--- config.mk ---
export PLATFORM = sky130hd
export DESIGN_NAME = megarom_mapper
export DESIGN_NICKNAME = d
export VERILOG_FILES = /design/src/rtl/megarom_pkg.sv /design/src/rtl/mapper_bank_regs.sv /design/src/rtl/megarom_mapper.sv
export SDC_FILE = /design/constraint.sdc
export NUM_CORES = 1
export LEC_CHECK = 0
export CAP_MARGIN = 25
export CORE_MARGIN = 2
export CORE_UTILIZATION = 43
export DETAILED_ROUTE_END_ITERATION = 8
export PLACE_DENSITY = 0.77
export SYNTH_ARGS = -nofsm -noshare
export SYNTH_HDL_FRONTEND = slang
export SYNTH_SLANG_ARGS = --single-unit
--- constraint.sdc ---
create_clock -name clock -period 7.6 [get_ports clock]
set_clock_uncertainty 0.05 [all_clocks]
set_input_delay 1.52 -clock clock [delete_from_list [all_inputs] [get_ports clock]]
set_output_delay 1.52 -clock clock [all_outputs]
set_load 0.01 [all_outputs]
--- src/rtl/megarom_pkg.sv ---
// rtl/megarom_pkg.sv - shared types and address constants for the MegaROM mapper
package megarom_pkg;

  typedef enum logic [1:0] {
    PLAIN    = 2'd0,
    ASCII8   = 2'd1,
    KONAMI   = 2'd2,
    RESERVED = 2'd3
  } mapper_mode_t;

  typedef enum logic [1:0] {
    IDLE    = 2'd0,
    FETCH   = 2'd1,
    CAPTURE = 2'd2,
    HOLD    = 2'd3
  } fsm_state_t;

  localparam logic [15:0] PAGE_BASE = 16'h4000;
  localparam logic [15:0] PAGE_TOP  = 16'hBFFF;

  // ASCII8 selects the bank with addr[12:11]; Konami selects it by the 8 KB page written
  localparam logic [15:0] A8_BANK_LO     = 16'h6000;
  localparam logic [15:0] A8_BANK_HI     = 16'h7FFF;
  localparam logic [15:0] KONAMI_BANK_LO = 16'h6000;
  localparam logic [15:0] KONAMI_BANK_HI = 16'hBFFF;

  function automatic logic in_range(input logic [15:0] a, input logic [15:0] lo,
                                    input logic [15:0] hi);
    return (a >= lo) && (a <= hi);
  endfunction

  // Page index 0..3 for 0x4000..0xBFFF: (addr[15:13] - 2) reduces to flipping bit 14
  function automatic logic [1:0] page_of(input logic [15:0] a);
    return a[14:13] ^ 2'b10;
  endfunction

endpackage

--- src/rtl/mapper_bank_regs.sv ---
// rtl/mapper_bank_regs.sv - four 8 KB bank registers with mode-dependent write decode
module mapper_bank_regs
  import megarom_pkg::*;
#(
  parameter int BANK_BITS = 4
) (
  input  logic                 clock,
  input  logic                 reset_n,
  input  logic [1:0]           mode,
  input  logic                 wr_start,
  input  logic [15:0]          wr_addr,
  input  logic [BANK_BITS-1:0] wr_data,
  input  logic [1:0]           page,
  output logic [BANK_BITS-1:0] bank
);

  logic [BANK_BITS-1:0] regs [4];
  mapper_mode_t         mode_e;
  logic                 wr_en;
  logic [1:0]           wr_sel;

  always_comb begin
    mode_e = mapper_mode_t'(mode);
    wr_en  = 1'b0;
    wr_sel = 2'd0;
    case (mode_e)
      ASCII8: begin
        if (in_range(wr_addr, A8_BANK_LO, A8_BANK_HI)) begin
          wr_en  = wr_start;
          wr_sel = wr_addr[12:11];
        end
      end
      KONAMI: begin
        // 0x6000.. lands on page 1, so bank0 can never be selected here
        if (in_range(wr_addr, KONAMI_BANK_LO, KONAMI_BANK_HI)) begin
          wr_en  = wr_start;
          wr_sel = page_of(wr_addr);
        end
      end
      default: begin
        wr_en  = 1'b0;
        wr_sel = 2'd0;
      end
    endcase
  end

  always_ff @(posedge clock) begin
    if (!reset_n) begin
      for (int i = 0; i < 4; i++) begin
        regs[i] <= BANK_BITS'(i);
      end
    end else if (wr_en) begin
      regs[wr_sel] <= wr_data;
    end
  end

  // Konami pins page 0 to bank 0 regardless of what ASCII8 may have left in regs[0]
  always_comb begin
    if (mode_e == KONAMI && page == 2'd0) begin
      bank = '0;
    end else begin
      bank = regs[page];
    end
  end

endmodule

--- src/rtl/megarom_mapper.sv ---
// rtl/megarom_mapper.sv - cartridge bus front end translating CPU reads into ROM fetches
module megarom_mapper
  import megarom_pkg::*;
#(
  parameter int ADDR_WIDTH = 17,
  parameter int BANK_BITS  = ADDR_WIDTH - 13,
  parameter int DATA_WIDTH = 8
) (
  input  logic                  clock,
  input  logic                  reset_n,
  input  logic [1:0]            mapper_mode,
  input  logic                  sltsl_n,
  input  logic                  cpu_rd_n,
  input  logic                  cpu_wr_n,
  input  logic [15:0]           cpu_addr,
  input  logic [DATA_WIDTH-1:0] cpu_din,
  output logic [ADDR_WIDTH-1:0] rom_address,
  output logic                  rom_enable,
  input  logic [DATA_WIDTH-1:0] rom_q,
  output logic [DATA_WIDTH-1:0] cpu_dout,
  output logic                  cpu_dout_oe,
  output logic                  wait_n
);

  fsm_state_t           state;
  logic                 rd_act;
  logic                 wr_act;
  logic                 rd_idle;
  logic                 wr_idle;
  logic                 rd_start;
  logic                 wr_start;
  logic                 page_valid;
  logic [1:0]           page;
  logic [BANK_BITS-1:0] bank;
  logic [15:0]          lin_off;
  logic [ADDR_WIDTH-1:0] mapped_addr;

  // Both strobes low at once is treated as bus contention: neither counts
  assign rd_act   = !sltsl_n && !cpu_rd_n && cpu_wr_n;
  assign wr_act   = !sltsl_n && !cpu_wr_n && cpu_rd_n;
  assign rd_start = rd_act && rd_idle;
  assign wr_start = wr_act && wr_idle;

  assign page_valid = in_range(cpu_addr, PAGE_BASE, PAGE_TOP);
  assign page       = page_of(cpu_addr);
  assign lin_off    = cpu_addr - PAGE_BASE;

  mapper_bank_regs #(
    .BANK_BITS(BANK_BITS)
  ) u_bank_regs (
    .clock    (clock),
    .reset_n  (reset_n),
    .mode     (mapper_mode),
    .wr_start (wr_start),
    .wr_addr  (cpu_addr),
    .wr_data  (BANK_BITS'(cpu_din)),
    .page     (page),
    .bank     (bank)
  );

  always_comb begin
    case (mapper_mode_t'(mapper_mode))
      ASCII8, KONAMI: mapped_addr = ADDR_WIDTH'({bank, cpu_addr[12:0]});
      default:        mapped_addr = ADDR_WIDTH'(lin_off);
    endcase
  end

  always_ff @(posedge clock) begin
    if (!reset_n) begin
      state       <= IDLE;
      rd_idle     <= 1'b1;
      wr_idle     <= 1'b1;
      rom_address <= '0;
      rom_enable  <= 1'b0;
      cpu_dout    <= '0;
      cpu_dout_oe <= 1'b0;
      wait_n      <= 1'b1;
    end else begin
      rd_idle <= !rd_act;
      wr_idle <= !wr_act;
      case (state)
        IDLE: begin
          if (rd_start && page_valid) begin
            rom_address <= mapped_addr;
            rom_enable  <= 1'b1;
            wait_n      <= 1'b0;
            state       <= FETCH;
          end
        end
        FETCH: begin
          rom_enable <= 1'b0;
          state      <= CAPTURE;
        end
        CAPTURE: begin
          cpu_dout    <= rom_q;
          cpu_dout_oe <= 1'b1;
          wait_n      <= 1'b1;
          state       <= HOLD;
        end
        HOLD: begin
          // A read that already ended still gets one HOLD cycle before release
          if (!rd_act) begin
            cpu_dout_oe <= 1'b0;
            state       <= IDLE;
          end
        end
        default: state <= IDLE;
      endcase
    end
  end

endmodule

==> flow_summary.html <==
<table>
<tr><th>Metric</th><th>Value</th></tr>
<tr><th colspan="2">Outcome</th></tr>
<tr><td>Outcome</td><td>completed</td></tr>
<tr><th colspan="2">Drt</th></tr>
<tr><td>Detailed-route vias per instance</td><td>5.366</td></tr>
<tr><td>Post-route DRC</td><td>0</td></tr>
<tr><td>Wirelength per Cell</td><td>roughly 14 um</td></tr>
<tr><td>Routed vias</td><td>2023</td></tr>
<tr><td>Top metal layer carrying routed signals</td><td>met4</td></tr>
<tr><td>Total length of routed wires</td><td>5189 um</td></tr>
<tr><td>Met2 WL</td><td>2442 um</td></tr>
<tr><td>Met3 routed WL</td><td>346 um</td></tr>
<tr><td>Number of iterations in the first detailed-routing pass</td><td>4</td></tr>
<tr><td>Number of DRC markers in iteration 0</td><td>roughly 100</td></tr>
<tr><td>M1 WL</td><td>2293 um</td></tr>
<tr><td>Antenna-violating nets left</td><td>0</td></tr>
<tr><th colspan="2">Global route</th></tr>
<tr><td>Wire length of the first global-routing pass</td><td>8652 um</td></tr>
<tr><td>Antenna violations before repair</td><td>0</td></tr>
<tr><td>Pin count of the biggest net entering global routing</td><td>39</td></tr>
<tr><td>Overall overflow remaining after global route</td><td>0</td></tr>
<tr><td>Vias in the first global route</td><td>about 1900</td></tr>
<tr><td>GRT Util Overall</td><td>17.87%</td></tr>
<tr><th colspan="2">Clocking</th></tr>
<tr><td>Count of hold buffers inserted by post-cts repair</td><td>0</td></tr>
<tr><td>CTS tree</td><td>built</td></tr>
<tr><td>Clock latency at the later pin of the worst-skew pair</td><td>310 ps</td></tr>
<tr><td>H-tree lvl count</td><td>2</td></tr>
<tr><td>Clock-pin slew on the worst setup and hold paths</td><td>around 90 ps</td></tr>
<tr><td>Number of buffers on the longest clock path</td><td>2</td></tr>
<tr><td>Buffers inserted by post-CTS timing repair</td><td>0</td></tr>
<tr><td>Clock buffers created by TritonCTS</td><td>5</td></tr>
<tr><td>Buffer cell driving the clock tree root</td><td>sky130_fd_sc_hd__clkbuf_8</td></tr>
<tr><td>TritonCTS Sinks</td><td>48</td></tr>
<tr><td>Resized Gates After CTS</td><td>0</td></tr>
<tr><th colspan="2">Worst setup path</th></tr>
<tr><td>Critical path origin</td><td>cpu_addr[14]</td></tr>
<tr><td>Endpoint required time on the critical path</td><td>approximately 7600 ps</td></tr>
<tr><td>End of the worst register-to-register path</td><td>u_bank_regs.regs[2][1]</td></tr>
<tr><td>Worst setup path end</td><td>u_bank_regs.regs[2][1]</td></tr>
<tr><td>Register-to-Register Path Depth</td><td>5</td></tr>
<tr><td>Crit Reg-Reg Startpoint</td><td>wr_idle</td></tr>
<tr><td>Crit path DAT</td><td>roughly 4000 ps</td></tr>
<tr><td>Setup slack of the worst register-to-register path</td><td>5710 ps</td></tr>
<tr><td>Startpoint Class</td><td>input pin</td></tr>
<tr><td>Biggest fanout along the worst timing path</td><td>11</td></tr>
<tr><td>Endpoint class of the critical path</td><td>register</td></tr>
<tr><td>Category of the critical setup timing path</td><td>input pin to register</td></tr>
<tr><th colspan="2">STA</th></tr>
<tr><td>Worst hold margin</td><td>409.5 ps</td></tr>
<tr><td>Final TNS setup</td><td>0 ps</td></tr>
<tr><td>Count of final hold-check violations</td><td>0</td></tr>
<tr><td>Final count of negative-setup-slack endpoints</td><td>0</td></tr>
<tr><td>Slew at the pin with the worst max-slew slack</td><td>613.9 ps</td></tr>
<tr><td>Time the final worst path needs with I/O delays and setup</td><td>4159 ps</td></tr>
<tr><td>Portion of the clock cycle consumed by the worst path in the final layout</td><td>54.72%</td></tr>
<tr><td>Number of max-slew violations in the final report</td><td>0</td></tr>
<tr><td>Maximum frequency from static timing analysis</td><td>0.2404 GHz</td></tr>
<tr><td>Slew headroom</td><td>between 50% and 60%</td></tr>
<tr><td>Unrepaired setup endpoints after global routing</td><td>no</td></tr>
<tr><th colspan="2">Floorplan</th></tr>
<tr><td>IO Pins</td><td>67</td></tr>
<tr><td>Area inside the core boundary</td><td>5405 sq um</td></tr>
<tr><td>Initial Util</td><td>a little over two fifths</td></tr>
<tr><td>Number of placement rows</td><td>27</td></tr>
<tr><td>Die boundary width</td><td>roughly 80 um</td></tr>
<tr><td>Area of the die</td><td>6124 sq um</td></tr>
<tr><td>Die outline height</td><td>78.26 um</td></tr>
<tr><th colspan="2">Final layout</th></tr>
<tr><td>Number of filler instances in the final layout</td><td>481</td></tr>
<tr><td>Layout net count</td><td>352</td></tr>
<tr><td>Growth of design area from synthesis to finish</td><td>32.56%</td></tr>
<tr><td>Number of diodes added for antenna fixing</td><td>0</td></tr>
<tr><td>Share of the core filled with cells</td><td>58.15%</td></tr>
<tr><td>Proportion of layout cells with a drive suffix above 1</td><td>7.541%</td></tr>
<tr><th colspan="2">Logic synthesis</th></tr>
<tr><td>Post-synthesis cell count</td><td>244</td></tr>
<tr><td>Async set-or-reset flop fraction in the synthesized netlist</td><td>0%</td></tr>
<tr><td>Seq cells post-synth</td><td>48</td></tr>
<tr><td>Sequential element share of the synthesized area</td><td>between 40% and 50%</td></tr>
<tr><td>Leading area contributor after synthesis</td><td>sky130_fd_sc_hd__dfxtp_1</td></tr>
<tr><td>Post-synth EDFFs</td><td>16</td></tr>
<tr><td>Count of yosys warnings during synthesis</td><td>0</td></tr>
<tr><td>Mean post-synth cell area</td><td>roughly 9.7 sq um</td></tr>
<tr><td>Number of nets in the synthesized netlist</td><td>roughly 290</td></tr>
<tr><td>Number of distinct standard cells referenced by the synthesized netlist</td><td>41</td></tr>
<tr><td>Post-synth design cell area</td><td>approximately 2400 sq um</td></tr>
<tr><td>Main area contributors after synthesis</td><td>sky130_fd_sc_hd__dfxtp_1, sky130_fd_sc_hd__edfxtp_1, sky130_fd_sc_hd__o21ai_0, sky130_fd_sc_hd__ha_1, sky130_fd_sc_hd__mux2i_1</td></tr>
<tr><td>Top cell type's share of synthesized area</td><td>27.02%</td></tr>
<tr><td>Primary flip-flop cell chosen by synthesis mapping</td><td>sky130_fd_sc_hd__dfxtp_1</td></tr>
<tr><th colspan="2">Worst hold path</th></tr>
<tr><td>Worst min-delay path category</td><td>register to register</td></tr>
<tr><td>Worst hold start</td><td>rom_address[3]</td></tr>
<tr><td>Depth of the worst hold-timing path</td><td>2</td></tr>
<tr><th colspan="2">Power and ir drop</th></tr>
<tr><td>Cell area power density</td><td>166.8 nW/um^2</td></tr>
<tr><td>Final Power</td><td>approximately 0.00052 W</td></tr>
<tr><td>Maximum resistive drop on vdd</td><td>72.76 uV</td></tr>
<tr><td>P_leak</td><td>1.078 nW</td></tr>
<tr><th colspan="2">Place</th></tr>
<tr><td>Count of input and output buffers</td><td>62</td></tr>
<tr><td>Detail Placement HPWL</td><td>between 3000 and 4000 um</td></tr>
<tr><td>RePlAce Congestion</td><td>0.7912</td></tr>
<tr><th colspan="2">Job</th></tr>
<tr><td>Number of violations of the max-capacitance limit</td><td>0</td></tr>
</table>
## layer usage
metal | global-route usage, % | vias to the layer above
li1 | - | 1001
met1 | 21.99 | 939
met2 | 30.09 | 74
met3 | 3.908 | 9
met4 | 7.895 | 0
met5 | 0 | -
## worst min path at each step
stage	endpoint	slack (ps)
final	rom_address[3]	410
after global routing	rom_address[9]	430
after CTS	rom_address[10]	410
after detailed placement	rom_address[8]	400
after global placement	rom_address[8]	390
after floorplan	rom_address[0]	430
## cell usage after synthesis, drive strengths merged, types with 2 or more instances
library cell and instances:
a22oi 3, nor2 19, mux2i 10, inv 13, a21oi 7, nand2 21, nand3 14, clkbuf 5
and2 10, nor2b 3, nor4b 2, nand3b 3, edfxtp 16, mux4 3, nand4 5, dfxtp 32
ha 9, nor4 5, nand2b 7, buf 6, a211oi 5, o21ai 25, o211ai 2, a41oi 2
or2 3
## placed cells by master (no fill, tap or decap), types with 3 or more instances in the layout
master and instances:
sky130_fd_sc_hd__nor4_1 5, sky130_fd_sc_hd__a21oi_1 7, sky130_fd_sc_hd__mux4_2 3, sky130_fd_sc_hd__dfxtp_1 32
sky130_fd_sc_hd__nand2_1 21, sky130_fd_sc_hd__nand3b_1 3, sky130_fd_sc_hd__ha_1 9, sky130_fd_sc_hd__nand3_1 14
sky130_fd_sc_hd__o21ai_0 25, sky130_fd_sc_hd__clkdlybuf4s50_1 62, sky130_fd_sc_hd__nand2b_1 7, sky130_fd_sc_hd__inv_1 13
sky130_fd_sc_hd__a211oi_1 5, sky130_fd_sc_hd__nor2_1 19, sky130_fd_sc_hd__mux2i_1 10, sky130_fd_sc_hd__edfxtp_1 16
sky130_fd_sc_hd__clkbuf_8 5, sky130_fd_sc_hd__a22oi_1 3, sky130_fd_sc_hd__nor2b_1 3, sky130_fd_sc_hd__nand4_1 5
sky130_fd_sc_hd__and2_1 10
## logic make-up after synthesis
logic type / Yosys count / synth area share (%)
muxes: 14 / 7.546
and+or+nand+nor: 98 / 22.32
buffers and inverters: 24 / 4.011
AOI/OAI and AO/OA: 51 / 14.09
DFF: 48 / 47.28
adders and majority gates: 9 / 4.749
## registers in the layout (all words and copies together), names as in the netlist
name and cells:
rom_address 17, wr_idle 1, state 2, rd_idle 1
u_bank_regs.regs 16, rom_enable 1, cpu_dout_oe 1, wait_n 1
cpu_dout 8
## stage by stage
stage                     setup WS, ps  cell area (sq um)  std cells
after floorplan                   4087               2371        244
after global placement            3147               3050        369
after detailed placement          3124               3050        369
after CTS                         3466               3143        377
after global routing              3303               3143        377
final                             3441               3143        377
## report_power, final
group	switching, W	internal (W)	total (W)
clock network	0.0000901	0.0000652	0.000155
registers	0.00000500	0.000274	0.000279
logic	0.0000454	0.0000450	0.0000903
## worst max-delay path: stages
cell and delay [ps]:
sky130_fd_sc_hd__clkdlybuf4s50_1 740, sky130_fd_sc_hd__ha_1 310, sky130_fd_sc_hd__nand4_1 130, sky130_fd_sc_hd__or4_4 490, sky130_fd_sc_hd__a21o_2 220, sky130_fd_sc_hd__a211oi_1 420
sky130_fd_sc_hd__nand2b_1 280
## layout make-up
class,instances,area [sq um],share of cell area [%]
tap,72,90.09,2.866
inverter,13,48.80,1.553
sequential,48,1121,35.67
timing repair buffer,64,635.6,20.22
clock buffer,5,68.82,2.189
clock inverter,3,23.77,0.7564
multi-input combinational,172,1155,36.74
Power figures use the tool's default switching activity.
